[src/rtl/ternary_to_binary_seq_pkg.sv]
// Shared definitions for the 2-bit-per-trit ternary encoding and the
// conversion FSM states used by the ternary/binary converters.
package ternary_to_binary_seq_pkg;

  localparam logic [1:0] TRIT_0   = 2'b00;
  localparam logic [1:0] TRIT_1   = 2'b01;
  localparam logic [1:0] TRIT_2   = 2'b10;
  localparam logic [1:0] TRIT_BAD = 2'b11;

  typedef enum logic [1:0] {
    IDLE = 2'd0,
    CONV = 2'd1,
    DONE = 2'd2
  } convState_t;

  // 3^n as a constant function, used to size-check binary result widths.
  function automatic longint unsigned pow3(input int n);
    longint unsigned p;
    p = 1;
    for (int i = 0; i < n; i++) begin
      p = p * 3;
    end
    return p;
  endfunction

endpackage

[src/rtl/ternary_to_binary_seq_tern_mac3.sv]
// One Horner step for base 3: acc_out = 3*acc_in + trit, with an invalid
// trit contributing zero and raising err_out.
module tern_mac3
  import ternary_to_binary_seq_pkg::*;
#(
  parameter int BW = 7
) (
  input  logic [BW-1:0] acc_in,
  input  logic [1:0]    trit,
  output logic [BW-1:0] acc_out,
  output logic          err_out
);

  logic [BW-1:0] w_tritVal;

  always_comb begin
    w_tritVal = '0;
    err_out   = 1'b0;
    case (trit)
      TRIT_0:   w_tritVal = BW'(0);
      TRIT_1:   w_tritVal = BW'(1);
      TRIT_2:   w_tritVal = BW'(2);
      default: begin
        w_tritVal = '0;
        err_out   = 1'b1;
      end
    endcase
  end

  assign acc_out = (acc_in << 1) + acc_in + w_tritVal;

endmodule

[src/rtl/ternary_to_binary_seq.sv]
// Digit-serial ternary-to-binary decoder: accepts one NTRITS-trit word and
// folds it into binary MSB trit first, one trit per clock.
module ternary_to_binary_seq
  import ternary_to_binary_seq_pkg::*;
#(
  parameter int NTRITS = 4,
  parameter int BW     = 7
) (
  input  logic                  clk,
  input  logic                  reset,
  input  logic                  in_valid,
  output logic                  in_ready,
  input  logic [2*NTRITS-1:0]   in_trits,
  output logic                  out_valid,
  input  logic                  out_ready,
  output logic [BW-1:0]         out_bin,
  output logic                  out_err
);

  localparam int CW = (NTRITS > 1) ? $clog2(NTRITS) : 1;

  if (pow3(NTRITS) > (64'd1 << BW)) begin : g_bwCheck
    $error("ternary_to_binary_seq: BW too narrow to hold 3^NTRITS - 1");
  end

  convState_t          r_state;
  convState_t          w_nextState;
  logic                r_armed;
  logic [2*NTRITS-1:0] r_word;
  logic [BW-1:0]       r_acc;
  logic                r_err;
  logic [CW-1:0]       r_cnt;
  logic [BW-1:0]       r_outBin;
  logic                r_outErr;
  logic                r_outValid;

  logic                w_inReady;
  logic                w_accept;
  logic                w_convLast;
  logic                w_release;
  logic [1:0]          w_trit;
  logic [BW-1:0]       w_macAcc;
  logic                w_macErr;

  assign w_trit = r_word[{r_cnt, 1'b0} +: 2];

  tern_mac3 #(
    .BW(BW)
  ) u_mac (
    .acc_in (r_acc),
    .trit   (w_trit),
    .acc_out(w_macAcc),
    .err_out(w_macErr)
  );

  always_ff @(posedge clk or posedge reset) begin
    if (reset) begin
      r_state <= IDLE;
    end else begin
      r_state <= w_nextState;
    end
  end

  // Encodings outside the enum fall to the default arm and recover to IDLE.
  always_comb begin
    w_nextState = IDLE;
    case (r_state)
      IDLE:    w_nextState = w_accept ? CONV : IDLE;
      CONV:    w_nextState = w_convLast ? DONE : CONV;
      DONE:    w_nextState = w_release ? IDLE : DONE;
      default: w_nextState = IDLE;
    endcase
  end

  always_comb begin
    w_inReady  = 1'b0;
    w_accept   = 1'b0;
    w_convLast = 1'b0;
    w_release  = 1'b0;
    case (r_state)
      IDLE: begin
        w_inReady = r_armed;
        w_accept  = r_armed && in_valid;
      end
      CONV: begin
        w_convLast = (r_cnt == '0);
      end
      DONE: begin
        w_release = r_outValid && out_ready;
      end
      default: begin
        w_inReady = 1'b0;
      end
    endcase
  end

  // Keeps in_ready low until the first edge after reset is released.
  always_ff @(posedge clk or posedge reset) begin
    if (reset) begin
      r_armed <= 1'b0;
    end else begin
      r_armed <= 1'b1;
    end
  end

  always_ff @(posedge clk or posedge reset) begin
    if (reset) begin
      r_word <= '0;
      r_acc  <= '0;
      r_err  <= 1'b0;
      r_cnt  <= '0;
    end else if (w_accept) begin
      r_word <= in_trits;
      r_acc  <= '0;
      r_err  <= 1'b0;
      r_cnt  <= CW'(NTRITS - 1);
    end else if (r_state == CONV) begin
      r_acc  <= w_macAcc;
      r_err  <= r_err | w_macErr;
      r_cnt  <= r_cnt - CW'(1);
    end
  end

  // Result registers hold their value after the handshake until the next word completes.
  always_ff @(posedge clk or posedge reset) begin
    if (reset) begin
      r_outBin   <= '0;
      r_outErr   <= 1'b0;
      r_outValid <= 1'b0;
    end else if (w_convLast) begin
      r_outBin   <= w_macAcc;
      r_outErr   <= r_err | w_macErr;
      r_outValid <= 1'b1;
    end else if (w_release || (r_state != DONE)) begin
      r_outValid <= 1'b0;
    end
  end

  assign in_ready  = w_inReady;
  assign out_valid = r_outValid;
  assign out_bin   = r_outBin;
  assign out_err   = r_outErr;

endmodule
[config.mk]
export PLATFORM = sky130hd
export DESIGN_NAME = ternary_to_binary_seq
export DESIGN_NICKNAME = d
export VERILOG_FILES = /design/src/rtl/ternary_to_binary_seq_pkg.sv /design/src/rtl/ternary_to_binary_seq_tern_mac3.sv /design/src/rtl/ternary_to_binary_seq.sv
export SDC_FILE = /design/constraint.sdc
export NUM_CORES = 1
export LEC_CHECK = 0
export BUFFER_PORTS_ARGS = -buffer_cell sky130_fd_sc_hd__buf_2
export CAP_MARGIN = 0
export CORE_MARGIN = 10
export CORE_UTILIZATION = 28
export DETAILED_ROUTE_END_ITERATION = 12
export PLACE_DENSITY = 0.42
export REMOVE_ABC_BUFFERS = 1
export SYNTH_ARGS = -nofsm -noshare
export SYNTH_HDL_FRONTEND = slang
export SYNTH_SLANG_ARGS = --single-unit
[constraint.sdc]
create_clock -name clk -period 9.35 [get_ports clk]
set_clock_uncertainty 0.1 [all_clocks]
set_input_delay 0.4675 -clock clk [delete_from_list [all_inputs] [get_ports clk]]
set_output_delay 0.4675 -clock clk [all_outputs]
set_load 0.02 [all_outputs]
Yosys cells after proc, flatten, opt, wreduce, memory -nomap -nowiden
Index checks and enable logic that the tools add are counted.
- input bits: 12
- bits in registers: 30
- logic and storage cells: 46
- shift operators: 1
- muxes and demuxes: 18
- bitwise logic cells: 1
- reduce and logical (&&, ||, !) cells: 9
- eq/ne operators: 5
- add/sub/neg operators: 3
- operators by type and width (operator ; number):
    $mux W7 ; 2
    $mux W1 ; 10
    $mux W2 ; 4
    $shiftx A8 B4 Y2 ; 1
    $add A7 B2 Y7 ; 1
    $add A7 B7 Y7 ; 1
    $logic_not A2 Y1 ; 3
    $pmux W2 S3 ; 1
    $eq A2 B1 Y1 const B ; 2
    $eq A2 B2 Y1 const B ; 2
    $pmux W2 S2 ; 1
    $reduce_bool A2 Y1 ; 2
    $reduce_or A3 Y1 ; 1
    $logic_and A1 B1 Y1 ; 2
    $ne A2 B2 Y1 const B ; 1
    $sub A2 B1 Y2 const B ; 1
    $logic_or A1 B1 Y1 ; 1
    $or A1 B1 Y1 ; 1

Longest topological paths before layout
Gate-level depths: netlist (run 1).
- depth in word-level cells: 7
- depth in mapped cells: 10

Modules after synthesis
A second synthesis (run 1) with hierarchy kept.
- cell total of the unflattened synthesis: 148
- area, all modules: 1699.1 um^2
- by module, submodules not included (module ; times used ; area each (um^2) ; cells each ; seq. area each (um^2)):
    ternary_to_binary_seq ; 1 ; 1372.6 ; 111 ; 750.7
    tern_mac3 ; 1 ; 326.6 ; 37 ; 0.0

Least setup slack after synthesis (run 1)
OpenSTA, ideal clock, no wires.
- path type: register to register
- start point: register r_cnt[0]
- end point: register r_acc[5]
- stages on the path, launching flop included: 11
- arrival time: 2878 ps
- slack: 6246 ps
- setup time: 126 ps
- path buffers: 0
- required time: 9124 ps
- cell sequence: dfrtp_1 mux4_2 or2b_1 fa_1 inv_1 ha_1 fa_1 a21o_1 a21oi_1 xor2_1 o22ai_1
- longest elaborated chain between the ends: 6
- elaborated cells on any way between the ends: 7
- those cells by class: add/sub (1); eq/ne (2); shift (1); mux (3)
- RTL lines (element ; RTL line ; source):
    start, declared ; ternary_to_binary_seq.sv:32 ; logic [CW-1:0] r_cnt;
    start signal, assigned ; ternary_to_binary_seq.sv:116 ; r_cnt <= CW'(NTRITS - 1);
    start signal, assigned ; ternary_to_binary_seq.sv:120 ; r_cnt <= r_cnt - CW'(1);
    $shiftx A8 B4 Y2 (*) ; ternary_to_binary_seq.sv:45 ; assign w_trit = r_word[{r_cnt, 1'b0} +: 2];
    $eq A2 B2 Y1 or $eq A2 B1 Y1 (tied branches) ; ternary_to_binary_seq_tern_mac3.sv:19 ; case (trit)
    $pmux W2 S2 (*) ; ternary_to_binary_seq_tern_mac3.sv:19 ;
    $add A7 B2 Y7 (*) ; ternary_to_binary_seq_tern_mac3.sv:30 ; assign acc_out = (acc_in << 1) + acc_in + w_tritVal;
    $mux W7 (*) ; ternary_to_binary_seq.sv:117 ; end else if (r_state == CONV) begin
    $mux W7 (*) ; ternary_to_binary_seq.sv:112 ; end else if (w_accept) begin
    end signal, assigned ; ternary_to_binary_seq.sv:118 ; r_acc <= w_macAcc;
    end, declared ; ternary_to_binary_seq.sv:30 ; logic [BW-1:0] r_acc;
Every way passes the cells marked *; elsewhere a longest branch is shown, timed or not. The select of a mux whose other input is x is not followed.
A chain may end at the register's enable or synchronous reset.

Final worst setup path (run 1)
Same ends and word-level chain as after synthesis.

==> impl_metrics.tcl, run 1 <==
set metrics [dict create \
    vias 1004 \
    period_needed_ns 3.31 \
    synth-main-ff-cell "dfrtp_1" \
    vias_per_cell 4.48 \
    finalPower_uw 695 \
    hold_class "in -> async" \
    root_buffer "clkbuf_8" \
    grt_max_degree 31 \
    synthTopCellsByCount "30 x dfrtp_1, 16 x nand2_1, 12 x mux2_2" \
    start_util_pct 29.4 \
    finalCritPeriodShare_pct 35.4 \
    synth_warnings 0 \
    status "finished, final reports clean" \
    cts_tree "built" \
    drive_gt1_share_pct 29.9 \
    powerDensity_mw_per_mm2 390 \
    synth.largest_area_cell "dfrtp_1" \
    antenna_found_initial 0 \
    synth_edf_count 0 \
    io_buffers 21 \
    cp_data_required_time_ns 9.36 \
    path_class "reg -> reg" \
    dp_cells 218 \
    syn_inst 130 \
    setup_viol 0 \
    p_int_uw 414 \
    slew_headroom_pct 46.4 \
    ys_types 34 \
    synth_top_cell_area_share_pct 49.0 \
    avgSynthCellArea_um2 11.8 \
    start_kind "flip-flop" \
    wl_met3_um 149 \
    drcViolationCount 0 \
    die_y_um 94.0 \
    vdd_drop_max_mv 0.114 \
    area_growth_pct 16.4 \
    grt_pass1_vias 1205 \
    coreArea_mm2 0.00520 \
    worst-path-max-fanout 5 \
    clkPwrFrac_pct 14.5 \
    p_switching_uw 281 \
    die_x_um 94.0 \
    critPathMaxStageDelay_ns 0.56 \
    num_rows 26 \
    stdcell_count 224 \
    grt_setup_unrepaired "false" \
    maxCapViolations 0 \
    async_reset_ff_share_pct 100 \
    synth_area_leaders "dfrtp_1 49%, ha_1 9.0%, mux2_2 8.8%" \
    drtIter0Drc 45 \
    synth_area_mm2 0.00153 \
    grt_overflow_total 0 \
    final_max_slew_viol_count 0 \
    numCtsBuffers 5 \
    clock_path_buffers 2 \
    grt_usage_pct 8.04 \
    clk_latency_ns 0.27 \
    numClockSinks 30 \
    hold_viol_final 0 \
    leakage_nw 0.868 \
    met2_length_um 1530 \
    n_antenna_cell 0 \
    grt_pass1_wl_um 5570 \
    met1_length_um 1320 \
    final_nets 180 \
    drtAntennaViolNets 0 \
    path_cells "mux4_2 -> or2b_1 -> fa_1 -> inv_1 -> ha_1 -> fa_1 -> a21o_1 -> a21oi_1 -> xor2_1 -> o22ai_1" \
    pwr-share-comb_pct 51.6 \
    routed.top_layer "met4" \
    hpwl_um 2290 \
    clk_pin_slew_worst_paths_ns 0.06 \
    wl_per_cell_um 13.5 \
    switching_share_pct 40.4 \
    routed_wl_um 3030 \
    setup_tns_ns 0 \
    num_io_pins 22 \
    cts_post_setup_buffers_inserted 0 \
    seqPwrFrac_pct 33.9 \
    ys_seq_area_share_pct 49.0 \
    ys_ff_latch 30 \
    worstPathArrival_ns 3.32 \
    max_clock_freq_mhz 302 \
    h-tree-depth 2 \
    critPathCaptureType "flip-flop" \
    crit_top_cell "fa_1" \
    crit_slowest_cell "mux4_2" \
    cts_resized 0 \
    synth.most_common_cell "dfrtp_1" \
    tightest_slew_ns 0.802 \
    die-area_mm2 0.00883 \
    gp_congestion 0.708 \
    firstDrtPassIters 4 \
    hold_buffers 0 \
]
[per-stage QoR]
step           utilization [%]  area [um^2]  hold slack (ns)  worst slack (ns)
6_report                  34.3         1780            0.159              6.04
5_1_grt                   34.3         1780            0.194              5.81
4_1_cts                   34.3         1780            0.172              6.03
3_5_place_dp              32.7         1700            0.360              6.03
3_3_place_gp              32.7         1700            0.358              6.10
2_1_floorplan                -         1500            0.371              6.22
[cell type report]
type / instances / area, um^2
fill: 526 / 3420
sequential: 30 / 751
multi-input combinational: 88 / 719
timing repair buffer: 22 / 113
tap: 70 / 87.6
clock buffer: 6 / 82.6
inverter: 8 / 30.0
[power groups by stage]
stage / clock, mW / sequential (mW) / combinational, mW
floorplan: 0 / 0.250 / 0.263
global placement: 0 / 0.237 / 0.362
detailed placement: 0 / 0.240 / 0.367
CTS: 0.106 / 0.238 / 0.367
global route: 0.113 / 0.246 / 0.414
finish: 0.101 / 0.235 / 0.359
[cells by family (layout without fill, tap and decap cells)]
logic type                 after synthesis  in the layout  synth area share (%)
AOI/OAI and AO/OA                       23             23                  9.15
xor gates and xnor gates                 5              5                  2.86
DFF                                     30             30                  49.0
and+or+nand+nor                         32             32                  11.4
adders and majority gates               13             13                  11.6
buffers and inverters                   12             36                  4.00
muxes                                   14             14                  11.8
other                                    1              1                 0.245
[critical path: cells and delay by family, from the launching register on]
family,cells,cell delay [ns]
compound gates,3,0.46
xor+xnor,1,0.20
fa+ha+maj,3,1.10
buf+inv,1,0.04
flops,1,0.45
mux,1,0.56
simple gates,1,0.25
[per-layer routing]
layer | vias to the layer above | GRT usage, %
met4 | 0 | 4.05
met3 | 4 | 3.52
met5 | - | 0
met1 | 483 | 8.70
met2 | 18 | 13.1
li1 | 499 | -
[final timing paths]
kind | from | end | slack [ns] | depth (start not counted)
worst max register to register | r_cnt[0] | r_acc[5] | 6.04 | 10
max in group asynchronous | reset | out_bin[5] | 8.69 | 3
worst min-delay path | reset | r_armed | 0.16 | 3
worst min register to register | out_bin[6] | out_bin[6] | 0.37 | 2
min in group clk | in_trits[7] | r_word[7] | 0.32 | 2
worst max-delay path | r_cnt[0] | r_acc[5] | 6.04 | 10
[layout by cell type (no fill, tap or decap), drive strengths merged]
master and n:
a21oi 5, o32ai 1, fa 2, nand3b 1
o21ai 8, mux2 12, nor3b 1, mux4 2
nand2 17, a31oi 1, o22ai 3, nand4 1
buf 22, and2 1, or2b 1, conb 1
clkbuf 6, and4 1, nand2b 1, a21o 2
nor2 3, xnor2 2, nor2b 2, ha 11
dfrtp 30, xor2 3, nor3 2, inv 8
nand3 1, o31ai 3
[registers in the layout, summed over array words and instances (netlist names)]
| register | flops |
|---|---|
| out_err | 1 |
| out_bin | 7 |
| r_word | 8 |
| r_cnt | 2 |
| out_valid | 1 |
| r_acc | 7 |
| r_err | 1 |
| r_state | 2 |
| r_armed | 1 |
Power figures use the tool's default switching activity.
==> inputs of run 2 (changes only) <==
ABC_AREA = 1   (was default)
clock period = 3.3 ns   (was 9.35 ns; I/O delays follow)
==> run 2 against run 1 <==
Synthesized cell count up 48%; flip-flop and latch count unchanged; critical path depth rose by 5; routed wire length up 21%; combinational power increased to 3.4 times the previous value; first-iteration DRC count decreased by 49%; die area up 8.0%; power increased to 3.1 times the previous value; sequential power grew to 2.7 times the previous value; clock power increased to 3.0 times the previous value; non-clock buffer count is 9 higher; worst hold slack got worse by 0.079 ns; critical endpoint unchanged.
==> impl_metrics.tcl, run 2 <==
set metrics [dict create \
    ys_ff_latch 30 \
    grt_overflow_total 0 \
    num_io_pins 22 \
    coreArea_mm2 0.00589 \
    synth_warnings 0 \
    post-place-ws_ns 0.538 \
    largest_reg_flops 8 \
    start_kind "flip-flop" \
    final_max_slew_viol_count 0 \
    period_needed_ns 2.78 \
    avgSynthCellArea_um2 8.79 \
    crit_top_cell "nand2_1" \
    cts_tree "built" \
    layout_commonest_cell "nand2_1" \
    grt_usage_pct 8.27 \
    regArea_um2 751 \
    maxCapViolations 0 \
    drive_gt1_share_pct 25.3 \
    drtIter0Drc 23 \
    path_cells "inv_2 -> nand2_1 -> nand3_1 -> nand2_1 -> inv_1 -> nand2_1 -> fa_1 -> inv_1 -> ha_1 -> fa_1 -> nand3_1 -> nand2_1 -> or2_1 -> nand3_1 -> o21ai_1" \
    grt_pass1_vias 1422 \
    io_buffers 21 \
    synth_edf_count 0 \
    hpwl_um 2740 \
    max_flop_register "r_word" \
    synth.largest_area_cell "dfrtp_1" \
    numClockSinks 30 \
    final_area_mm2 0.00204 \
    drtAntennaViolNets 0 \
    clk_pin_slew_worst_paths_ns 0.07 \
    area_growth_pct 21.1 \
    routed_wl_um 3660 \
    n_antenna_cell 0 \
    fillerInstances 637 \
    synth_top_cell_area_share_pct 44.5 \
    stdcell_count 304 \
    firstDrtPassIters 4 \
    hold_class "in -> reg" \
    die-area_mm2 0.00953 \
    grt_setup_unrepaired "false" \
    worstPathArrival_ns 2.85 \
    critPathMaxStageDelay_ns 0.47 \
    reg2reg_slack_ns 0.52 \
    leakage_nw 1.10 \
    cp_data_required_time_ns 3.37 \
    ys_types 27 \
    setup_viol 0 \
    max_clock_freq_mhz 360 \
    ys_seq_area_share_pct 44.5 \
    setup_tns_ns 0 \
    die_y_um 97.6 \
    vdd_drop_max_mv 0.304 \
    fin_util_pct 34.7 \
    die_x_um 97.6 \
    syn_inst 192 \
    multiInputGateArea_um2 785 \
    worst-path-max-fanout 6 \
    drcViolationCount 0 \
    numCtsBuffers 5 \
    finalCritPeriodShare_pct 84.3 \
    h-tree-depth 2 \
    start_util_pct 28.7 \
    vias 1302 \
    grt_pass1_wl_um 6510 \
    path_class "reg -> reg" \
    dpl-instance-area_mm2 0.00186 \
    critPathCaptureType "flip-flop" \
    synth_area_leaders "dfrtp_1 44%, nand2_1 12%, ha_1 8.2%" \
    powerDensity_mw_per_mm2 1050 \
    status "finished, final reports clean" \
    synth-main-ff-cell "dfrtp_1" \
    synthTopCellsByCount "55 x nand2_1, 30 x dfrtp_1, 25 x inv_1" \
    dp_cells 287 \
    gp_congestion 0.773 \
    crit_slowest_cell "fa_1" \
    fin_ws_ns 0.520 \
    clk_latency_ns 0.28 \
    layout_common_cells "55 x nand2_1, 30 x dfrtp_1, 25 x inv_1" \
    async_reset_ff_share_pct 100 \
    antenna_found_initial 0 \
    hold_viol_final 0 \
    wl_per_cell_um 12.0 \
    synth_area_mm2 0.00169 \
    num_rows 28 \
    vias_per_cell 4.28 \
    synth.most_common_cell "nand2_1" \
    grt_max_degree 31 \
    root_buffer "clkbuf_8" \
    clock_path_buffers 2 \
    final_nets 253 \
]
run 2: area by class of cell:
class | count | area share [%]
Tap cell | 75 | 4.59
Sequential cell | 30 | 36.7
Clock inverter | 1 | 0.245
Multi-Input combinational cell | 129 | 38.4
Timing Repair Buffer | 31 | 9.91
Clock buffer | 7 | 4.22
Inverter | 31 | 5.94
run 2: timing repair:
item | CTS | global route
setup buffers | 0 | 0
gates resized for setup | 0 | 0
setup endpoints to repair | 0 | 0
hold buffers | 9 | 0
hold endpoints to repair | 38 | 0
run 2: worst max-delay path: cells and delay by family (launching register included):
family | cells | cell delay (ns)
AO/OA/AOI/OAI | 1 | 0.06
AND/OR/NAND/NOR | 8 | 0.72
adder cells (fa/ha/maj) | 3 | 1.11
buffers and inverters | 3 | 0.24
flip-flops | 1 | 0.43
run 2: path summary, 6_finish.rpt:
check,startpoint,endpoint,depth (start not counted)
setup reg to reg,r_cnt[0],r_acc[5],15
hold reg to reg,out_bin[6],out_bin[6],2
hold / removal,out_ready,r_state[1],4
max in group asynchronous,reset,r_acc[2],4
min in group asynchronous,reset,r_word[6],4
setup / recovery,r_cnt[0],r_acc[5],15
run 2: layer usage:
metal	part of all wire, %	vias to the layer above	global-route usage, %
met1	50	588	10.1
met2	42	28	12.5
met3	6.2	7	2.70
met5	0	-	0
li1	-	679	-
met4	2.3	0	4.36
run 2: where the power goes:
group,internal (mW),switching (mW)
clock network,0.168,0.137
registers,0.532,0.0908
logic,0.449,0.765
total,1.15,0.993
run 2: metrics by stage:
step                hold slack (ns)  power (mW)
floorplan                     0.156        1.56
global placement              0.173        1.86
detailed placement            0.181        1.86
CTS                          0.0678        2.19
global route                  0.113        2.40
finish                       0.0797        2.14
run 2: cell families after synthesis:
| kind of cell | Yosys count | synth area share [%] |
|---|---|---|
| fa+ha+maj | 13 | 10.5 |
| compound gates | 24 | 10.5 |
| flops | 30 | 44.5 |
| simple gates | 90 | 24.7 |
| buf+inv | 33 | 9.04 |
| other cells | 1 | 0.222 |
| xor+xnor | 1 | 0.519 |
